<file path="src/rtl/div_pkg.sv">
// Shared types and constants for the multi-cycle signed divider.
package div_pkg;

    localparam int DIV_DATA_W = 32;
    localparam int DIV_CNT_W  = $clog2(DIV_DATA_W) + 1;

    typedef enum logic [2:0] {
        IDLE,
        PREP,
        CALC,
        FIX,
        DONE
    } div_state_t;

endpackage

</file>
<file path="src/rtl/div_if.sv">
// Request/result bundle between the control FSM (master) and the divider (slave).
interface div_if
    import div_pkg::*;
#(
    parameter int DATA_W = DIV_DATA_W
);

    logic              start;
    logic [DATA_W-1:0] dividend;
    logic [DATA_W-1:0] divisor;
    logic              busy;
    logic              done;
    logic              div0;
    logic [DATA_W-1:0] hi;
    logic [DATA_W-1:0] lo;

    modport master (
        output start, dividend, divisor,
        input  busy, done, div0, hi, lo
    );

    modport slave (
        input  start, dividend, divisor,
        output busy, done, div0, hi, lo
    );

endinterface

</file>
<file path="src/rtl/div_step.sv">
// One restoring-division iteration on unsigned magnitudes: shift {R,Q}, trial subtract, restore.
module div_step
    import div_pkg::*;
#(
    parameter int DATA_W = DIV_DATA_W
) (
    input  logic [DATA_W-1:0] rem_i,
    input  logic [DATA_W-1:0] quo_i,
    input  logic [DATA_W-1:0] dvs_i,
    output logic [DATA_W-1:0] rem_o,
    output logic [DATA_W-1:0] quo_o
);

    logic [DATA_W:0] shifted;
    logic [DATA_W:0] trial;

    // Partial remainder stays below |B| <= 2^(DATA_W-1), so the kept value always fits DATA_W bits.
    assign shifted = {rem_i, quo_i[DATA_W-1]};
    assign trial   = shifted - {1'b0, dvs_i};
    assign rem_o   = trial[DATA_W] ? shifted[DATA_W-1:0] : trial[DATA_W-1:0];
    assign quo_o   = {quo_i[DATA_W-2:0], ~trial[DATA_W]};

endmodule

</file>
<file path="src/rtl/div_unit.sv">
// Multi-cycle signed divider: lo = quotient, hi = remainder (sign follows dividend).
// Optional DIV_ZERO_CHECK_EN: a zero divisor short-circuits to DONE with div0 set.
module div_unit
    import div_pkg::*;
#(
    parameter int DATA_W = DIV_DATA_W
) (
    input  logic clk,
    input  logic reset,
    div_if.slave bus
);

    localparam int               CNT_W    = $clog2(DATA_W) + 1;
    localparam logic [CNT_W-1:0] CNT_LAST = CNT_W'(DATA_W - 1);

    // IDLE wait start | PREP take magnitudes | CALC DATA_W steps | FIX apply signs | DONE pulse
    div_state_t        state_q;
    logic [CNT_W-1:0]  cnt_q;
    logic [DATA_W-1:0] a_q, b_q;
    logic              sa_q, sb_q;
    logic [DATA_W-1:0] rem_q, quo_q, bmag_q;
    logic [DATA_W-1:0] hi_q, lo_q;
    logic              busy_q, done_q, div0_q;

    logic [DATA_W-1:0] rem_d, quo_d;
    logic              div_by_zero;

`ifdef DIV_ZERO_CHECK_EN
    assign div_by_zero = (bus.divisor == '0);
`else
    assign div_by_zero = 1'b0;
`endif

    div_step #(.DATA_W(DATA_W)) u_step (
        .rem_i (rem_q),
        .quo_i (quo_q),
        .dvs_i (bmag_q),
        .rem_o (rem_d),
        .quo_o (quo_d)
    );

    always_ff @(posedge clk or posedge reset) begin
        if (reset) begin
            state_q <= IDLE;
            cnt_q   <= '0;
            a_q     <= '0;
            b_q     <= '0;
            sa_q    <= 1'b0;
            sb_q    <= 1'b0;
            rem_q   <= '0;
            quo_q   <= '0;
            bmag_q  <= '0;
            hi_q    <= '0;
            lo_q    <= '0;
            busy_q  <= 1'b0;
            done_q  <= 1'b0;
            div0_q  <= 1'b0;
        end else begin
            done_q <= 1'b0;
            div0_q <= 1'b0;
            unique case (state_q)
                IDLE: begin
                    if (bus.start) begin
                        busy_q <= 1'b1;
                        if (div_by_zero) begin
                            state_q <= DONE;
                            done_q  <= 1'b1;
                            div0_q  <= 1'b1;
                        end else begin
                            a_q     <= bus.dividend;
                            b_q     <= bus.divisor;
                            sa_q    <= bus.dividend[DATA_W-1];
                            sb_q    <= bus.divisor[DATA_W-1];
                            state_q <= PREP;
                        end
                    end
                end
                PREP: begin
                    rem_q   <= '0;
                    quo_q   <= a_q[DATA_W-1] ? -a_q : a_q;
                    bmag_q  <= b_q[DATA_W-1] ? -b_q : b_q;
                    cnt_q   <= '0;
                    state_q <= CALC;
                end
                CALC: begin
                    rem_q <= rem_d;
                    quo_q <= quo_d;
                    cnt_q <= cnt_q + CNT_W'(1);
                    if (cnt_q == CNT_LAST) begin
                        state_q <= FIX;
                    end
                end
                FIX: begin
                    lo_q    <= (sa_q ^ sb_q) ? -quo_q : quo_q;
                    hi_q    <= sa_q ? -rem_q : rem_q;
                    done_q  <= 1'b1;
                    state_q <= DONE;
                end
                DONE: begin
                    busy_q  <= 1'b0;
                    state_q <= IDLE;
                end
                default: begin
                    busy_q  <= 1'b0;
                    state_q <= IDLE;
                end
            endcase
        end
    end

    assign bus.busy = busy_q;
    assign bus.done = done_q;
    assign bus.div0 = div0_q;
    assign bus.hi   = hi_q;
    assign bus.lo   = lo_q;

endmodule

</file>
<file path="src/flat_wrapper.sv">
// flat-port wrapper written by rule: the top's interface ports become plain ports
module div_unit_flat import div_pkg::*;
#(
    parameter int DATA_W = DIV_DATA_W
)
  (clk, reset, bus_start, bus_dividend, bus_divisor, bus_busy, bus_done, bus_div0, bus_hi, bus_lo);
  div_if #(.DATA_W(DATA_W)) bus_i ();
  input  logic clk;
  input  logic reset;
  input wire logic [$bits(bus_i.start)-1:0] bus_start;
  input wire logic [$bits(bus_i.dividend)-1:0] bus_dividend;
  input wire logic [$bits(bus_i.divisor)-1:0] bus_divisor;
  output wire logic [$bits(bus_i.busy)-1:0] bus_busy;
  output wire logic [$bits(bus_i.done)-1:0] bus_done;
  output wire logic [$bits(bus_i.div0)-1:0] bus_div0;
  output wire logic [$bits(bus_i.hi)-1:0] bus_hi;
  output wire logic [$bits(bus_i.lo)-1:0] bus_lo;
  assign bus_i.start = bus_start;
  assign bus_i.dividend = bus_dividend;
  assign bus_i.divisor = bus_divisor;
  assign bus_busy = bus_i.busy;
  assign bus_done = bus_i.done;
  assign bus_div0 = bus_i.div0;
  assign bus_hi = bus_i.hi;
  assign bus_lo = bus_i.lo;
  div_unit #(.DATA_W(DATA_W)) u_core (.clk(clk), .reset(reset), .bus(bus_i));
endmodule
</file>
<file path="config.mk">
export PLATFORM = sky130hd
export DESIGN_NAME = div_unit_flat
export DESIGN_NICKNAME = d
export VERILOG_FILES = /design/src/rtl/div_pkg.sv /design/src/rtl/div_if.sv /design/src/rtl/div_step.sv /design/src/rtl/div_unit.sv /design/src/flat_wrapper.sv
export SDC_FILE = /design/constraint.sdc
export NUM_CORES = 1
export LEC_CHECK = 0
export BUFFER_PORTS_ARGS = -buffer_cell sky130_fd_sc_hd__buf_4
export CAP_MARGIN = 20
export CORE_ASPECT_RATIO = 1.1
export CORE_MARGIN = 4
export CORE_UTILIZATION = 29
export DETAILED_ROUTE_END_ITERATION = 12
export PLACE_DENSITY = 0.47
export SLEW_MARGIN = 20
export SYNTH_ARGS = -nofsm -noshare
export SYNTH_HDL_FRONTEND = slang
export SYNTH_SLANG_ARGS = --single-unit
</file>
<file path="constraint.sdc">
create_clock -name clk -period 23.3 [get_ports clk]
set_clock_uncertainty 0.15 [all_clocks]
set_input_delay 4.66 -clock clk [delete_from_list [all_inputs] [get_ports clk]]
set_output_delay 4.66 -clock clk [all_outputs]
set_load 0.05 [all_outputs]
</file>
==> metrics.md <==
| Metric | Value |
|---|---|
| Total gr overflow | 0 |
| Iteration-0 DRC Markers | 427 |
| Hold_sp | u_core.bmag_q[16] |
| Number of global-route vias before repair | 10013 |
| H-tree Lvls | 1 |
| Top cells by area in the synthesized netlist | dfrtp_1 45%, xor2_1 6.9%, nand2_1 5.9% |
| Critical path's top delay family | flip-flops |
| DRT Wirelength | roughly 33 mm |
| Fraction of layout cells with a size suffix above 1 | 0.180 |
| Via Count | a little under 10000 |
| Ys flop type | dfrtp_1 |
| WP buf/inv | 1 |
| Longest Clk Path Bufs | 3 |
| Area leader, netlist | dfrtp_1 |
| #FFs+latches synth | 235 |
| Die width | 211 um |
| Area grow syn2layout | 19.5% |
| # fillers | 4599 |
| MaxCap Viol Count | 0 |
| Synth Warn # | 0 |
| Endpoints failing hold | 0 |
| Hold worst-path end | u_core.bmag_q[16] |
| Slowest cell on the critical path | dfrtp_1 |
| Antenna fix cells | 0 |
| Number of flops mapped to enable cells by yosys | 0 |
| Core Region | 0.0446 mm2 |
| Placed Area | 0.0147 mm2 |
| TritonCTS clock tree | done |
| Clk root buf | clkbuf_16 |
| Die height | 231 um |
| # setup viols final | 0 |
| Count leader, synth | dfrtp_1 |
| Final core utilization | 0.351 |
| Tmin final | 6080 ps |
| Starting density of the core | 0.294 |
| Distinct cell type count of the synthesized netlist | 65 |
| Setup Fix Bufs, Post-CTS | 0 |
| Via density per instance | 4.74 |
| Crit Reg-Reg Startpoint | u_core.quo_q[31] |
| Kind of critical path | reg2out |
| Final ANT Viol Nets | 0 |
| CTS clk-pin slew, worst paths | 60 ps |
| FF-to-FF End | u_core.rem_q[23] |
| RSZ-0062 raised after global routing | no |
| Number of antenna violations at the first check in global routing | 0 |
| Post-route DRC | 0 |
| Avg Inst Size Synth | 9.50 um2 |
| Kind of end point of the critical path | output port |
| Largest net degree at the start of global routing | 95 |
| Slew HR | 0.346 |
| Clock Latency Late Sink | between 500 and 600 ps |
| Final Cell Area | ~0.016 mm2 |
| Std-Cell Rows | 81 |
| HPWL after DPL | 23.5 mm |
| Hold_buf cts | 0 |
| GRT Total Usage | 0.134 |
| Seq/Total Area, Yosys | 0.448 |
| Startpoint types | flop |
| Worst EP arrival | roughly 1300 ps |
| Max incr delay on CP | 470 ps |
| Max Slew Vio Count | 0 |
| Routed len/inst | 15.8 um |
| Crit path max fanout | 2 |
| Post-synth top cells | 235 x dfrtp_1, 206 x nand2_1, 154 x o21ai_0 |
| Routability cong. | 0.786 |
| IO Port Bufs | between 100 and 150 |
| Critical path cell sequence | buf_4 |
| I/O pin count | 134 |
| DR pass1 iterations | 4 |
| Outcome | complete, no violations |
| Yosys top cell area share | 0.448 |
| WHS | about 330 ps |
| Final net count | 1592 |
| Post-Syn Nets | roughly 1500 |
| TritonCTS buffer count | 28 |
| CTS Sinks | ~240 |
| Die Footprint | 0.0487 mm2 |
| WHS Path Cells | 2 |
| Asr flop ratio synth | 1.00 |
| CP required | 18490 ps |
| Synth Instances | 1381 |
| Setup TNS | 0 ps |
| Global-route wire length before repair | 54.1 mm |
| Max Freq | 164 MHz |
| Post_cts resized | 0 |
| R2r worst-path depth | 14 |
| Worst Hold Class | reg2reg |
| Mapped cell area | about 0.013 mm2 |
| Worst slew pin tran | about 980 ps |
| Internal reg-to-reg setup slack | ~19000 ps |
| Final worst path period share | 0.261 |
state kept, by name, summed over array words and instances, names as in the netlist:
signal	flops
u_core.cnt_q	6
u_core.sb_q	1
u_core.quo_q	32
u_core.rem_q	32
u_core.b_q	31
u_core.bus.lo	32
u_core.bus.done	1
u_core.state_q	3
u_core.sa_q	1
u_core.bmag_q	32
u_core.bus.busy	1
u_core.a_q	31
u_core.bus.hi	32
worst reg2reg max path, stage by stage, from the launching register on:
cell and delay [ps]:
dfrtp_1 380, inv_1 190, ha_1 230, fa_1 190, nand2b_1 180, a21oi_1 110
o31ai_1 710, a2111oi_4 180, nor2_1 170, o21ai_2 110, a221o_2 400, xor2_4 130
buf_4 480, nand2_1 290, o21ai_1 190
layout make-up:
cell class,count,area [um2],share of cell area
multi-input combinational,1023,6760,0.431
clock buffer,36,812,0.0518
inverter,52,203,0.0129
tap,581,727,0.0464
sequential,235,5880,0.375
timing repair buffer,147,1110,0.0709
clock inverter,14,179,0.0114
layer usage:
| metal | part of all wire | up-vias | global-route usage |
|---|---|---|---|
| li1 | - | 5081 | - |
| met1 | 0.47 | 4636 | 0.178 |
| met2 | 0.47 | 135 | 0.227 |
| met3 | 0.042 | 35 | 0.0237 |
| met4 | 0.016 | 0 | 0.0304 |
| met5 | 0 | - | 0 |
cells in the final DEF (no fill, tap or decap), types with 4 or more instances in the layout:
master and instances:
ha_1 37, nand3_1 11, o41ai_1 11, bufinv_16 4, clkinv_2 7, dfrtp_1 234, nor2_1 44, nand3b_1 4
clkbuf_8 6, a21oi_1 43, or3_1 11, o31ai_1 31, inv_1 50, nor3_1 16, mux2i_1 31, nor4_1 12
clkbuf_16 29, o21ai_1 57, mux2_2 59, a22oi_1 29, nand4_1 8, a21o_1 16, buf_4 145, xor2_1 103
a31oi_1 4, nand2b_1 17, nand2_1 206, o21ai_0 154, or4_1 12, xnor2_1 46
worst max-delay path by stage:
stage	startpoint	endpoint	cells past startpoint	slack [ps]
6_report	u_core.bus.hi[13]	bus_hi[13]	1	17220
2_1_floorplan	reset	u_core.a_q[0]	1	12040
4_1_cts	u_core.bus.hi[13]	bus_hi[13]	1	17190
5_1_grt	u_core.bus.hi[13]	bus_hi[13]	1	17180
3_3_place_gp	reset	u_core.sa_q	3	16770
3_5_place_dp	reset	u_core.sa_q	3	16770
cell families (layout without fill, tap and decap cells):
group,Yosys count,after routing,synth area share
flip-flops,235,235,0.448
multiplexers,90,90,0.0743
XOR/XNOR,150,150,0.102
adder cells (fa/ha/maj),38,38,0.0368
AND/OR/NAND/NOR,363,363,0.126
buffers and inverters,123,249,0.0373
other,1,1,0.000286
AO/OA/AOI/OAI,381,381,0.175
per-stage QoR:
step	cells	setup slack, ps
final	2088	17220
after global routing	2088	17180
after CTS	2088	17190
after detailed placement	2038	16770
after global placement	2038	16770
after floorplan	1381	12040
Power is not shown: default switching activity piles up to over one toggle a cycle in this logic, so the estimate is an artifact.
